--- src/rtl/result_serializer.sv ---
// Result byte FIFO feeding an idle-high serial transmitter (start, 8 data bits LSB first, stop).
// Define RESULT_SERIALIZER_PARITY_EN to add an even-parity bit between the data bits and the stop bit.
module result_serializer #(
  parameter int DEPTH        = 4,
  parameter int CLKS_PER_BIT = 4
) (
  input  logic                   clk,
  input  logic                   rst,
  input  logic                   ena,
  input  logic [7:0]             res_data,
  input  logic                   res_valid,
  output logic                   res_ready,
  output logic                   tx,
  output logic                   busy,
  output logic                   overflow,
  output logic [$clog2(DEPTH):0] level
);

  localparam int AW = $clog2(DEPTH);
  localparam int CW = (CLKS_PER_BIT > 1) ? $clog2(CLKS_PER_BIT) : 1;
  localparam logic [AW:0]   FULL_LEVEL = (AW+1)'(DEPTH);
  localparam logic [CW-1:0] LAST_CYC   = CW'(CLKS_PER_BIT - 1);

`ifdef RESULT_SERIALIZER_PARITY_EN
  typedef enum logic [2:0] {
    IDLE   = 3'd0,
    START  = 3'd1,
    DATA   = 3'd2,
    PARITY = 3'd3,
    STOP   = 3'd4
  } state_t;
`else
  typedef enum logic [2:0] {
    IDLE  = 3'd0,
    START = 3'd1,
    DATA  = 3'd2,
    STOP  = 3'd4
  } state_t;
`endif

  logic [7:0]    mem [DEPTH];
  logic [AW-1:0] wr_ptr;
  logic [AW-1:0] rd_ptr;
  state_t        state;
  logic [CW-1:0] cyc_cnt;
  logic [2:0]    bit_cnt;
  logic [7:0]    shreg;
`ifdef RESULT_SERIALIZER_PARITY_EN
  logic          par_bit;
`endif
  logic          push;
  logic          drop;
  logic          pop;
  logic          bit_done;
  logic          fifo_nonempty;
  logic [7:0]    head;

  assign res_ready     = (level != FULL_LEVEL);
  assign busy          = (state != IDLE) || (level != '0);
  assign fifo_nonempty = (level != '0);
  assign bit_done      = (cyc_cnt == LAST_CYC);
  assign push          = ena && res_valid && res_ready;
  assign drop          = ena && res_valid && !res_ready;
  // A pop happens exactly when the FSM loads a new byte: from IDLE, or at the end of STOP.
  assign pop           = ena && fifo_nonempty &&
                         ((state == IDLE) || ((state == STOP) && bit_done));
  assign head          = mem[rd_ptr];

  // FIFO storage, written only on accepted pushes
  always_ff @(posedge clk) begin
    if (push) begin
      mem[wr_ptr] <= res_data;
    end
  end

  // FIFO pointers, occupancy and sticky overflow flag
  always_ff @(posedge clk or posedge rst) begin
    if (rst) begin
      wr_ptr   <= '0;
      rd_ptr   <= '0;
      level    <= '0;
      overflow <= 1'b0;
    end else begin
      if (push) begin
        wr_ptr <= wr_ptr + AW'(1);
      end
      if (pop) begin
        rd_ptr <= rd_ptr + AW'(1);
      end
      case ({push, pop})
        2'b10:   level <= level + (AW+1)'(1);
        2'b01:   level <= level - (AW+1)'(1);
        default: level <= level;
      endcase
      if (drop) begin
        overflow <= 1'b1;
      end
    end
  end

  // Transmit FSM; tx is registered from the current state, so it trails the state by one cycle
  always_ff @(posedge clk or posedge rst) begin
    if (rst) begin
      state   <= IDLE;
      cyc_cnt <= '0;
      bit_cnt <= 3'd0;
      shreg   <= 8'h00;
      tx      <= 1'b1;
`ifdef RESULT_SERIALIZER_PARITY_EN
      par_bit <= 1'b0;
`endif
    end else if (ena) begin
      case (state)
        IDLE:    tx <= 1'b1;
        START:   tx <= 1'b0;
        DATA:    tx <= shreg[0];
`ifdef RESULT_SERIALIZER_PARITY_EN
        PARITY:  tx <= par_bit;
`endif
        STOP:    tx <= 1'b1;
        default: tx <= 1'b1;
      endcase

      case (state)
        IDLE: begin
          cyc_cnt <= '0;
          if (fifo_nonempty) begin
            shreg <= head;
`ifdef RESULT_SERIALIZER_PARITY_EN
            par_bit <= ^head;
`endif
            state <= START;
          end
        end
        START: begin
          if (bit_done) begin
            cyc_cnt <= '0;
            bit_cnt <= 3'd0;
            state   <= DATA;
          end else begin
            cyc_cnt <= cyc_cnt + CW'(1);
          end
        end
        DATA: begin
          if (bit_done) begin
            cyc_cnt <= '0;
            shreg   <= {1'b0, shreg[7:1]};
            if (bit_cnt == 3'd7) begin
`ifdef RESULT_SERIALIZER_PARITY_EN
              state <= PARITY;
`else
              state <= STOP;
`endif
            end else begin
              bit_cnt <= bit_cnt + 3'd1;
            end
          end else begin
            cyc_cnt <= cyc_cnt + CW'(1);
          end
        end
`ifdef RESULT_SERIALIZER_PARITY_EN
        PARITY: begin
          if (bit_done) begin
            cyc_cnt <= '0;
            state   <= STOP;
          end else begin
            cyc_cnt <= cyc_cnt + CW'(1);
          end
        end
`endif
        STOP: begin
          if (bit_done) begin
            cyc_cnt <= '0;
            // Chain straight into the next frame when a byte is waiting.
            if (fifo_nonempty) begin
              shreg <= head;
`ifdef RESULT_SERIALIZER_PARITY_EN
              par_bit <= ^head;
`endif
              state <= START;
            end else begin
              state <= IDLE;
            end
          end else begin
            cyc_cnt <= cyc_cnt + CW'(1);
          end
        end
        default: begin
          cyc_cnt <= '0;
          state   <= IDLE;
        end
      endcase
    end
  end

endmodule

--- config.mk ---
export PLATFORM = sky130hd
export DESIGN_NAME = result_serializer
export DESIGN_NICKNAME = d
export VERILOG_FILES = /design/src/rtl/result_serializer.sv
export SDC_FILE = /design/constraint.sdc
export NUM_CORES = 1
export LEC_CHECK = 0
export CAP_MARGIN = 10
export CELL_PAD_IN_SITES_DETAIL_PLACEMENT = 0
export CELL_PAD_IN_SITES_GLOBAL_PLACEMENT = 1
export CORE_ASPECT_RATIO = 0.5
export CORE_MARGIN = 2
export CORE_UTILIZATION = 50
export CTS_BUF_LIST = sky130_fd_sc_hd__clkbuf_4 sky130_fd_sc_hd__clkbuf_8
export CTS_CLUSTER_SIZE = 20
export DETAILED_ROUTE_END_ITERATION = 12
export HOLD_SLACK_MARGIN = 0.12
export PLACE_DENSITY_LB_ADDON = 0.25
export SYNTH_ARGS = -nofsm -noshare
export SYNTH_HDL_FRONTEND = slang
export SYNTH_SLANG_ARGS = --single-unit
--- constraint.sdc ---
create_clock -name clk -period 3 [get_ports clk]
set_input_delay 0.6 -clock clk [delete_from_list [all_inputs] [get_ports clk]]
set_output_delay 0.6 -clock clk [all_outputs]
set_load 0.01 [all_outputs]
==> impl_results.md <==
- Status: complete, no violations
- Hold Path Class: reg -> reg
- H-tree depth: 3
- Power per cell area: 948 nW/µm²
- Drt total wl: 4500 µm
- CTS Hold Buffers Added: 0
- Sum of negative setup slack: 0 ns
- Fraction of power spent switching nets: 0.334
- Sinks on the clock net: between 50 and 60
- Sequential group share of total power: 0.433
- Max IR drop VDD: 0.454 mV
- Logic pwr share: 0.321
- Crit start category: flop
- Floorplan die width: 106 µm
- Primary FF master, synth: sky130_fd_sc_hd__edfxtp_1
- Effective utilization at floorplan: 0.524
- Number of placement rows: 18
- Arr. time, crit path: 1.82 ns
- Count of buffer and inverter cells on the critical path: 1
- Clk slew on worst S/H paths: 0.07 ns
- Biggest area consumer among synthesized cells: sky130_fd_sc_hd__edfxtp_1
- Minimum clock period: about 2.4 ns
- Sequential element share of the synthesized area: 0.608
- Part of the cycle the worst path needs: 0.806
- Routability congestion estimate from global placement: 0.751
- Total congestion overflow after global routing: 0
- CTS max path bufs: 2
- CTS tree: built
- List of cells traversed by the critical path: nor4_1, nand2_1, clkdlybuf4s50_1
- Required time at the worst-slack endpoint: 2.40 ns
- Routed len/inst: 15.6 µm
- Number of buffers inserted during clock tree synthesis: 9
- Netlist Area Pre-Place: around 2600 µm²
- Slew margin rel.: 0.572
- Number of warnings reported in the yosys synthesis log: 0
- Fraction of synthesis flops using an asynchronous set or reset pin: 0.439
- Net switching power of the design: 0.000963 W
- Number of failing hold endpoints at the final stage: 0
- Post-detailed-route via-to-cell ratio: 5.17
- Drt first-iter violations: 77
- Vias in the first global route: between 1,000 and 1,500
- Count of unique library cells instantiated by Yosys: 46
- Crit-path max FO: 11
- Flip-flop and latch count after synthesis: 57
- Type of the setup path with the least slack: reg -> out
- Core Region: 4980 µm²
- Overall die height: 55.1 µm
- Number of vias after detailed routing: 1,490
- Leakage power: about 1.2 nW
- Num ports: 19
- Number of diodes: 0
- Cell Area, Placed: 2840 µm²
- Relative area change from synthesis to final layout: 16.6%
- CP top delay family: simple AND/OR/NAND/NOR gates
- Fraction of layout cells with a size suffix above 1: 0.202
- Count of nets left with antenna violations after detail routing: 0
- Syn_nets: 211
- Buffers inserted during post-CTS setup optimization: 0
- Slowest stage delay, CP: ~0.49 ns
- Worst-Skew Late Latency: about 0.34 ns
- Worst Skew: 0.00628 ns
- Pin count of the biggest net entering global routing: 26
- Internal power: 0.00192 W
- Initial antenna violation count: 0
- RSZ-0062 raised after global routing: false
- Upper clock frequency limit: ~0.41 GHz
- Gate Count Post-Synth: 190
- Endpoint class of the critical path: output pin
- Synth top area cells: sky130_fd_sc_hd__edfxtp_1 (37%), sky130_fd_sc_hd__dfrtp_1 (23%), sky130_fd_sc_hd__mux4_2 (6.9%)
- Count of input and output buffers: 18
- Number of nets at the end of the flow: between 200 and 250
- Overall track demand over capacity in global routing: 0.184
- PostCTS Resize Cnt: 0
- Share of total power in the clock network: 0.246
- Final setup violating endpoints: 0
- Number of maximum-capacitance violations: 0
- Final-report max-slew violation count: 0
- Iteration count of the initial detailed-routing pass: 4
- Final core utilization: 0.611
- Half-perimeter wire length of the detailed placement result: 2990 µm
- Remaining routing DRC violations: 0
- Synthesized area divided by synthesized cell count: 13.7 µm²
- Transition at the pin with the smallest max-transition slack: 0.640 ns
- Final Cell Area: 3040 µm²
- Wire length of the first global-routing pass: 7510 µm
- Clk Tree Root Cell: sky130_fd_sc_hd__clkbuf_8
- Number of flops mapped to enable cells by yosys: 32
- Share of Yosys cell area claimed by the top area cell type: 0.368
- Slowest cell on crit path: sky130_fd_sc_hd__dfrtp_1
- Die Outline Area: 5850 µm²
[state kept, by name, indices dropped and copies added, names as in the netlist]
register	flops
bit_cnt	3
tx	1
cyc_cnt	2
state	3
wr_ptr	2
mem	32
rd_ptr	2
level	3
overflow	1
shreg	8
[cells in the mapped netlist (2+ instances only)]
cell type and n:
sky130_fd_sc_hd__edfxtp_1 32, sky130_fd_sc_hd__dfrtp_1 24, sky130_fd_sc_hd__nand2_1 23, sky130_fd_sc_hd__nor2_1 12, sky130_fd_sc_hd__inv_1 11, sky130_fd_sc_hd__ha_1 8
sky130_fd_sc_hd__mux4_2 8, sky130_fd_sc_hd__o21ai_0 7, sky130_fd_sc_hd__a31oi_1 5, sky130_fd_sc_hd__and2_1 5, sky130_fd_sc_hd__mux2_2 4, sky130_fd_sc_hd__xnor2_1 4
sky130_fd_sc_hd__buf_2 3, sky130_fd_sc_hd__clkbuf_1 3, sky130_fd_sc_hd__nor3_1 3, sky130_fd_sc_hd__xor2_1 3, sky130_fd_sc_hd__a21oi_1 2, sky130_fd_sc_hd__a31oi_2 2
sky130_fd_sc_hd__buf_6 2, sky130_fd_sc_hd__nor2_2 2, sky130_fd_sc_hd__or2_4 2
[final timing paths]
kind / slack, ns / cells past startpoint / startpoint / end
min: 0.47 / 1 / overflow / overflow
max: 0.58 / 3 / state[2] / busy
max in group asynchronous: 2.10 / 3 / rst / tx
min in group asynchronous: 0.61 / 3 / rst / shreg[5]
max reg2reg: 0.68 / 8 / state[1] / level[2]
min reg2reg: 0.47 / 1 / overflow / overflow
[layout make-up]
cell class / count / area, µm²
clock buffers: 10 / 131
inverters: 11 / 41.3
multi-input cells: 113 / 925
clock inverters: 6 / 67.6
repair buffers: 21 / 203
fillers: 389 / 1930
well taps: 70 / 87.6
flip-flops and latches: 57 / 1590
[power by group through the flow]
stage / clock network (W) / registers (W) / logic (W)
after floorplan: 0 / 0.00115 / 0.000787
after global placement: 0 / 0.00126 / 0.000905
after detailed placement: 0 / 0.00127 / 0.000926
after CTS: 0.000735 / 0.00125 / 0.000937
after global routing: 0.000767 / 0.00128 / 0.00104
final: 0.000710 / 0.00125 / 0.000925
[cell usage in the layout (no fill, tap or decap), types with 4 or more instances in the layout]
master,instances
sky130_fd_sc_hd__nor2_1,12
sky130_fd_sc_hd__nand2_1,23
sky130_fd_sc_hd__clkbuf_8,9
sky130_fd_sc_hd__mux2_2,4
sky130_fd_sc_hd__and2_1,5
sky130_fd_sc_hd__mux4_2,8
sky130_fd_sc_hd__clkdlybuf4s50_1,18
sky130_fd_sc_hd__xnor2_1,4
sky130_fd_sc_hd__ha_1,8
sky130_fd_sc_hd__dfrtp_1,24
sky130_fd_sc_hd__edfxtp_1,32
sky130_fd_sc_hd__o21ai_0,7
sky130_fd_sc_hd__a31oi_1,5
sky130_fd_sc_hd__inv_1,11
[stage by stage]
stage	hold WS (ns)	worst slack (ns)	cells	total power [W]
CTS	0.477	0.596	288	0.00292
finish	0.472	0.583	288	0.00288
floorplan	0.454	0.711	190	0.00194
global placement	0.460	0.405	272	0.00216
global route	0.499	0.511	288	0.00309
detailed placement	0.463	0.356	272	0.00219
[metal layers]
layer / vias up / global-route usage / wire length [µm] / part of all wire
li1: 722 / - / - / -
met1: 739 / 0.240 / 2280 / 0.51
met2: 21 / 0.276 / 1950 / 0.43
met3: 8 / 0.0714 / 176 / 0.039
met4: 0 / 0.0921 / 91 / 0.020
met5: - / 0 / 0 / 0
[cells by family (layout without fill, tap and decap cells)]
logic type,after synthesis,after routing,synth area share
DFF,57,57,0.608
and+or+nand+nor,58,58,0.119
xor gates and xnor gates,7,7,0.0235
AOI/OAI and AO/OA,26,26,0.0757
adders and majority gates,9,9,0.0460
muxes,13,13,0.0901
buffers and inverters,20,48,0.0374
[worst reg2reg max path, delay by kind of cell, from the launching register on]
kind                       cells  cell delay, ns
xor gates and xnor gates       2            0.31
and+or+nand+nor                3            0.73
adders and majority gates      2            0.60
DFF                            1            0.53
buffers and inverters          1            0.06
Power figures use the tool's default switching activity.
